`src/rtl/serial_adder_arbiter_if.sv`:
```
// rtl/serial_adder_arbiter_if.sv - requester/result bundle for the shared bit-serial adder
interface serial_adder_arbiter_if #(
    parameter int WIDTH = 8
);
    logic             req0;
    logic [WIDTH-1:0] a0;
    logic [WIDTH-1:0] b0;
    logic             cin0;
    logic             req1;
    logic [WIDTH-1:0] a1;
    logic [WIDTH-1:0] b1;
    logic             cin1;
    logic             busy;
    logic             grant;
    logic             done;
    logic [WIDTH-1:0] sum;
    logic             cout;

    modport master (
        output req0, a0, b0, cin0,
        output req1, a1, b1, cin1,
        input  busy, grant, done, sum, cout
    );

    modport slave (
        input  req0, a0, b0, cin0,
        input  req1, a1, b1, cin1,
        output busy, grant, done, sum, cout
    );
endinterface

```
`src/rtl/serial_adder_arbiter.sv`:
```
// rtl/serial_adder_arbiter.sv - round-robin shared bit-serial adder built on a NOR full-adder cell
module full_adder_nor (
    input  logic a,
    input  logic b,
    input  logic c,
    output logic s,
    output logic co
);
    logic n_ab, n_a, n_b, x_ab, n_xc, n_x, n_c;

    // Four NORs give XNOR(a,b); four more give XNOR(that, c) = a^b^c.
    assign n_ab = ~(a | b);
    assign n_a  = ~(a | n_ab);
    assign n_b  = ~(b | n_ab);
    assign x_ab = ~(n_a | n_b);
    assign n_xc = ~(x_ab | c);
    assign n_x  = ~(x_ab | n_xc);
    assign n_c  = ~(c | n_xc);
    assign s    = ~(n_x | n_c);
    // (a|b) & (xnor(a,b)|c) reduces to the majority function.
    assign co   = ~(n_ab | n_xc);
endmodule

module serial_adder_arbiter #(
    parameter int WIDTH = 8
) (
    input  logic                  clk,
    input  logic                  rst_n,
    serial_adder_arbiter_if.slave bus
);
    localparam int CW = (WIDTH > 2) ? $clog2(WIDTH) : 1;

    typedef enum logic [1:0] {
        IDLE = 2'd0,
        RUN  = 2'd1,
        DONE = 2'd2
    } state_t;

    state_t           state;
    logic [WIDTH-1:0] a_sr;
    logic [WIDTH-1:0] b_sr;
    logic [WIDTH-2:0] sum_sr;
    logic             carry;
    logic [CW-1:0]    cnt;
    logic             last;
    logic             busy_q;
    logic             done_q;
    logic             grant_q;
    logic [WIDTH-1:0] sum_q;
    logic             cout_q;

    logic             pick_valid;
    logic             pick_id;
    logic             fa_s;
    logic             fa_c;
    logic [WIDTH-1:0] sum_next;

    // On a tie the requester not served last wins; otherwise the lone requester.
    always_comb begin
        pick_valid = bus.req0 | bus.req1;
        pick_id    = (bus.req0 && bus.req1) ? ~last : bus.req1;
    end

    full_adder_nor u_fa (
        .a  (a_sr[0]),
        .b  (b_sr[0]),
        .c  (carry),
        .s  (fa_s),
        .co (fa_c)
    );

    // Only the upper WIDTH-1 result bits need storing; the newest bit enters at the MSB.
    assign sum_next = {fa_s, sum_sr};

    always_ff @(posedge clk) begin
        if (!rst_n) begin
            state   <= IDLE;
            a_sr    <= '0;
            b_sr    <= '0;
            sum_sr  <= '0;
            carry   <= 1'b0;
            cnt     <= '0;
            last    <= 1'b1;
            busy_q  <= 1'b0;
            done_q  <= 1'b0;
            grant_q <= 1'b0;
            sum_q   <= '0;
            cout_q  <= 1'b0;
        end else begin
            case (state)
                IDLE: begin
                    done_q <= 1'b0;
                    if (pick_valid) begin
                        grant_q <= pick_id;
                        last    <= pick_id;
                        a_sr    <= pick_id ? bus.a1 : bus.a0;
                        b_sr    <= pick_id ? bus.b1 : bus.b0;
                        carry   <= pick_id ? bus.cin1 : bus.cin0;
                        cnt     <= '0;
                        busy_q  <= 1'b1;
                        state   <= RUN;
                    end
                end
                RUN: begin
                    sum_sr <= sum_next[WIDTH-1:1];
                    carry  <= fa_c;
                    a_sr   <= {1'b0, a_sr[WIDTH-1:1]};
                    b_sr   <= {1'b0, b_sr[WIDTH-1:1]};
                    cnt    <= cnt + CW'(1);
                    if (cnt == CW'(WIDTH - 1)) begin
                        sum_q  <= sum_next;
                        cout_q <= fa_c;
                        done_q <= 1'b1;
                        state  <= DONE;
                    end
                end
                DONE: begin
                    done_q <= 1'b0;
                    busy_q <= 1'b0;
                    state  <= IDLE;
                end
                default: begin
                    done_q <= 1'b0;
                    busy_q <= 1'b0;
                    state  <= IDLE;
                end
            endcase
        end
    end

    assign bus.busy  = busy_q;
    assign bus.done  = done_q;
    assign bus.grant = grant_q;
    assign bus.sum   = sum_q;
    assign bus.cout  = cout_q;
endmodule
```
`src/flat_wrapper.sv`:
```
// flat-port wrapper written by rule: the top's interface ports become plain ports
module serial_adder_arbiter_flat 
#(
    parameter int WIDTH = 8
)
  (clk, rst_n, bus_req0, bus_a0, bus_b0, bus_cin0, bus_req1, bus_a1, bus_b1, bus_cin1, bus_busy, bus_grant, bus_done, bus_sum, bus_cout);
  serial_adder_arbiter_if #(.WIDTH(WIDTH)) bus_i ();
  input  logic clk;
  input  logic rst_n;
  input wire logic [$bits(bus_i.req0)-1:0] bus_req0;
  input wire logic [$bits(bus_i.a0)-1:0] bus_a0;
  input wire logic [$bits(bus_i.b0)-1:0] bus_b0;
  input wire logic [$bits(bus_i.cin0)-1:0] bus_cin0;
  input wire logic [$bits(bus_i.req1)-1:0] bus_req1;
  input wire logic [$bits(bus_i.a1)-1:0] bus_a1;
  input wire logic [$bits(bus_i.b1)-1:0] bus_b1;
  input wire logic [$bits(bus_i.cin1)-1:0] bus_cin1;
  output wire logic [$bits(bus_i.busy)-1:0] bus_busy;
  output wire logic [$bits(bus_i.grant)-1:0] bus_grant;
  output wire logic [$bits(bus_i.done)-1:0] bus_done;
  output wire logic [$bits(bus_i.sum)-1:0] bus_sum;
  output wire logic [$bits(bus_i.cout)-1:0] bus_cout;
  assign bus_i.req0 = bus_req0;
  assign bus_i.a0 = bus_a0;
  assign bus_i.b0 = bus_b0;
  assign bus_i.cin0 = bus_cin0;
  assign bus_i.req1 = bus_req1;
  assign bus_i.a1 = bus_a1;
  assign bus_i.b1 = bus_b1;
  assign bus_i.cin1 = bus_cin1;
  assign bus_busy = bus_i.busy;
  assign bus_grant = bus_i.grant;
  assign bus_done = bus_i.done;
  assign bus_sum = bus_i.sum;
  assign bus_cout = bus_i.cout;
  serial_adder_arbiter #(.WIDTH(WIDTH)) u_core (.clk(clk), .rst_n(rst_n), .bus(bus_i));
endmodule
```
`config.mk`:
```
export PLATFORM = sky130hd
export DESIGN_NAME = serial_adder_arbiter_flat
export DESIGN_NICKNAME = d
export VERILOG_FILES = /design/src/rtl/serial_adder_arbiter_if.sv /design/src/rtl/serial_adder_arbiter.sv /design/src/flat_wrapper.sv
export SDC_FILE = /design/constraint.sdc
export NUM_CORES = 1
export LEC_CHECK = 0
export CELL_PAD_IN_SITES_DETAIL_PLACEMENT = 1
export CELL_PAD_IN_SITES_GLOBAL_PLACEMENT = 2
export CORE_MARGIN = 10
export CORE_UTILIZATION = 31
export DETAILED_ROUTE_END_ITERATION = 7
export GPL_TIMING_DRIVEN = 1
export PLACE_DENSITY_LB_ADDON = 0.1
export SLEW_MARGIN = 20
export SYNTH_ARGS = -nofsm -noshare
export SYNTH_HDL_FRONTEND = slang
export SYNTH_HIERARCHICAL = 1
export SYNTH_SLANG_ARGS = --single-unit
```
`constraint.sdc`:
```
create_clock -name clk -period 3.8 [get_ports clk]
set_input_delay 0.95 -clock clk [delete_from_list [all_inputs] [get_ports clk]]
set_output_delay 0.95 -clock clk [all_outputs]
set_load 0.05 [all_outputs]
```
==> flow_summary.toml <==
[floorplan]
rows = 29
die-area_um2 = 10100
initial_core_util_pct = 31.8
dieWidth_um = 101
pin_count = 50
fp.dieH_um = 101
fp.coreArea_um2 = 6350

[timing]
min_period_over_period_pct = 63.4
final.setup_skew_ns = 0.00984
tightest_slew_ns = 0.756
clock.fmax_mhz = 415
setup_tns_ns = 0
setup_violations = 0
maxSlewHeadroom_pct = 49.6
maxSlewViolCount = 0
finalHoldViolations = 0
fin_crit_ns = 2.41
fin_hold_ws_ns = 0.457
rsz0062_at_grt = "false"

[flow_run]
max-cap-violations = 0

[drt]
vias = 1798
dr_wl_met3_um = 268
avgRoutedWirePerCell_um = 15.5
antenna_left = 0
wl_met2_mm = 2.58
viasPerCell = 5.14
drtIter0Drc = 47
dr.pass1.iters = 3
wirelength_mm = 5.43
drt-met1-wl_mm = 2.53
routed.top_layer = "met4"
drc = 0

[cts]
cts_tree = "built"
numCtsBuffers = 5
clockRootBuffer = "clkbuf_8"
cts_hold_buf = 0
cts.sinks = 42
ctsResizeCount = 0
post_cts_buffers = 0
clk_pin_slew_ns = 0.09
htreeDepth = 2
clock_path_buffers = 2
clk_latency_ns = 0.30

[critical_path]
cp-endpoint = "bus_busy"
crit_slowest_cell = "clkdlybuf4s50_1"
cp.arrival_ns = 1.46
worstSetupPathType = "reg -> out"
timing.rr.start = "u_core/state[0]"
path_depth = 1
start_kind = "flip-flop"
reg2regPathDepth = 3
crit_start = "u_core/bus.busy"
critPathTopFamily = "buffers and inverters"
r2r-end = "u_core/a_sr[3]"
crit_chain = "clkdlybuf4s50_1"
worst-path-buf-inv = 1
slowest_delay_ns = 0.82
worstSetupEndpointType = "output port"
cp_max_fo = 2
cp.required_ns = 2.85
r2r_slack_ns = 1.81

[final_layout]
diodes = 0
fin_util_pct = 42.1
final_area_um2 = 2670
finalNetCount = 313
syn_to_final_growth_pct = 32.4
drive_gt1_share_pct = 5.13
n_fill_cell = 738

[logic_synthesis]
synth_nets = 271
ys_ff_latch = 42
synth.area.top_cells = "dfxtp_1 (42%), mux2i_1 (8.9%), and3b_1 (6.5%), a211oi_1 (5.6%), o22ai_1 (5.3%)"
synth-async-reset-ratio_pct = 0
synthCells = 230
synth_warnings = 6
synth_flop_cell = "dfxtp_1"
synth.cell_area_um2 = 2020
synth_cell_types = 29
seq_area_frac_synth_pct = 41.7
synth_top_area_share_pct = 41.7
yosys.cell_count.top_type = "dfxtp_1"
synth_edf_count = 0
yosysTopAreaCell = "dfxtp_1"
ys_top_cells_by_count = "dfxtp_1 (42), nand2_1 (27), a21oi_1 (20)"
synth.avg_cell_area_um2 = 8.77

[global_routing]
track_usage_pct = 10.9
first_global_vias = 1867
grt_pass1_wl_mm = 9.09
grt_antenna_before_repair = 0
overflow = 0
grt_max_degree = 37

[pwr]
pwr_density_cell_nw_per_um2 = 369
ir_drop_uv = 192
p_leak_nw = 1.00

[place]
dpl_cell_area_um2 = 2560
dp_hpwl_mm = 3.85
gp_congestion = 0.715
port_buffers = 49

[worst_hold_path]
hold_path.class = "reg -> reg"

[outcome]
status = "completed"
-- logic make-up after synthesis --
| logic type | count (synthesis) | share of synthesized area [%] |
|---|---|---|
| adders and majority gates | 3 | 2.23 |
| DFF | 42 | 41.7 |
| buffers and inverters | 24 | 5.52 |
| and+or+nand+nor | 82 | 23.0 |
| AOI/OAI and AO/OA | 61 | 18.7 |
| muxes | 18 | 8.93 |
-- state kept, by name, summed over array words and instances, names as in the netlist --
signal and flops:
u_core/a_sr 8, u_core/b_sr 8, u_core/bus.sum 8, u_core/sum_sr 7
u_core/cnt 3, u_core/state 2, u_core/bus.busy 1, u_core/bus.cout 1
u_core/bus.done 1, u_core/bus.grant 1, u_core/carry 1, u_core/last 1
-- report_power, final --
group          switching [mW]  internal (mW)
clock network           0.160          0.196
logic                  0.0693         0.0762
registers              0.0203          0.463
-- cell usage in the layout (no fill, tap or decap), types with 5 or more instances in the layout --
cell / n
nor2_1: 8
clkbuf_8: 5
a21oi_1: 20
and3b_1: 15
nand3_1: 8
inv_1: 5
and2_1: 15
o22ai_1: 17
nand2_1: 27
mux2i_1: 18
dfxtp_1: 42
a211oi_1: 15
clkdlybuf4s50_1: 49
-- routing by layer --
layer | GRT usage, % | vias up
li1 | - | 903
met1 | 13.1 | 859
met4 | 3.26 | 0
met5 | 0 | -
met2 | 17.8 | 32
met3 | 3.77 | 4
-- stage by stage --
| step | power, mW | setup slack [ns] | instances |
|---|---|---|---|
| 5_1_grt | 1.04 | 1.25 | 350 |
| 6_report | 0.985 | 1.39 | 350 |
| 4_1_cts | 1.00 | 1.35 | 350 |
| 3_3_place_gp | 0.640 | 1.07 | 342 |
| 3_5_place_dp | 0.642 | 1.04 | 342 |
| 2_1_floorplan | 0.573 | 1.93 | 230 |
-- worst min-delay path by stage --
| stage | from | to | slack [ns] | depth (start not counted) |
|---|---|---|---|---|
| floorplan | u_core/sum_sr[0] | u_core/sum_sr[0] | 0.44 | 2 |
| global placement | u_core/bus.sum[7] | u_core/bus.sum[7] | 0.44 | 2 |
| detailed placement | u_core/bus.sum[2] | u_core/bus.sum[2] | 0.45 | 2 |
| CTS | u_core/bus.sum[2] | u_core/bus.sum[2] | 0.46 | 2 |
| global route | u_core/b_sr[7] | u_core/b_sr[7] | 0.49 | 2 |
| finish | u_core/bus.sum[7] | u_core/bus.sum[7] | 0.46 | 2 |
-- cell type report --
cell class / instances / area [µm²] / area share (%)
multi-input cells: 164 / 1070 / 40.0
flip-flops and latches: 42 / 841 / 31.5
repair buffers: 53 / 533 / 19.9
well taps: 77 / 96.3 / 3.60
clock buffers: 6 / 72.6 / 2.72
clock inverters: 2 / 37.5 / 1.40
inverters: 6 / 22.5 / 0.843
Power figures use the tool's default switching activity.
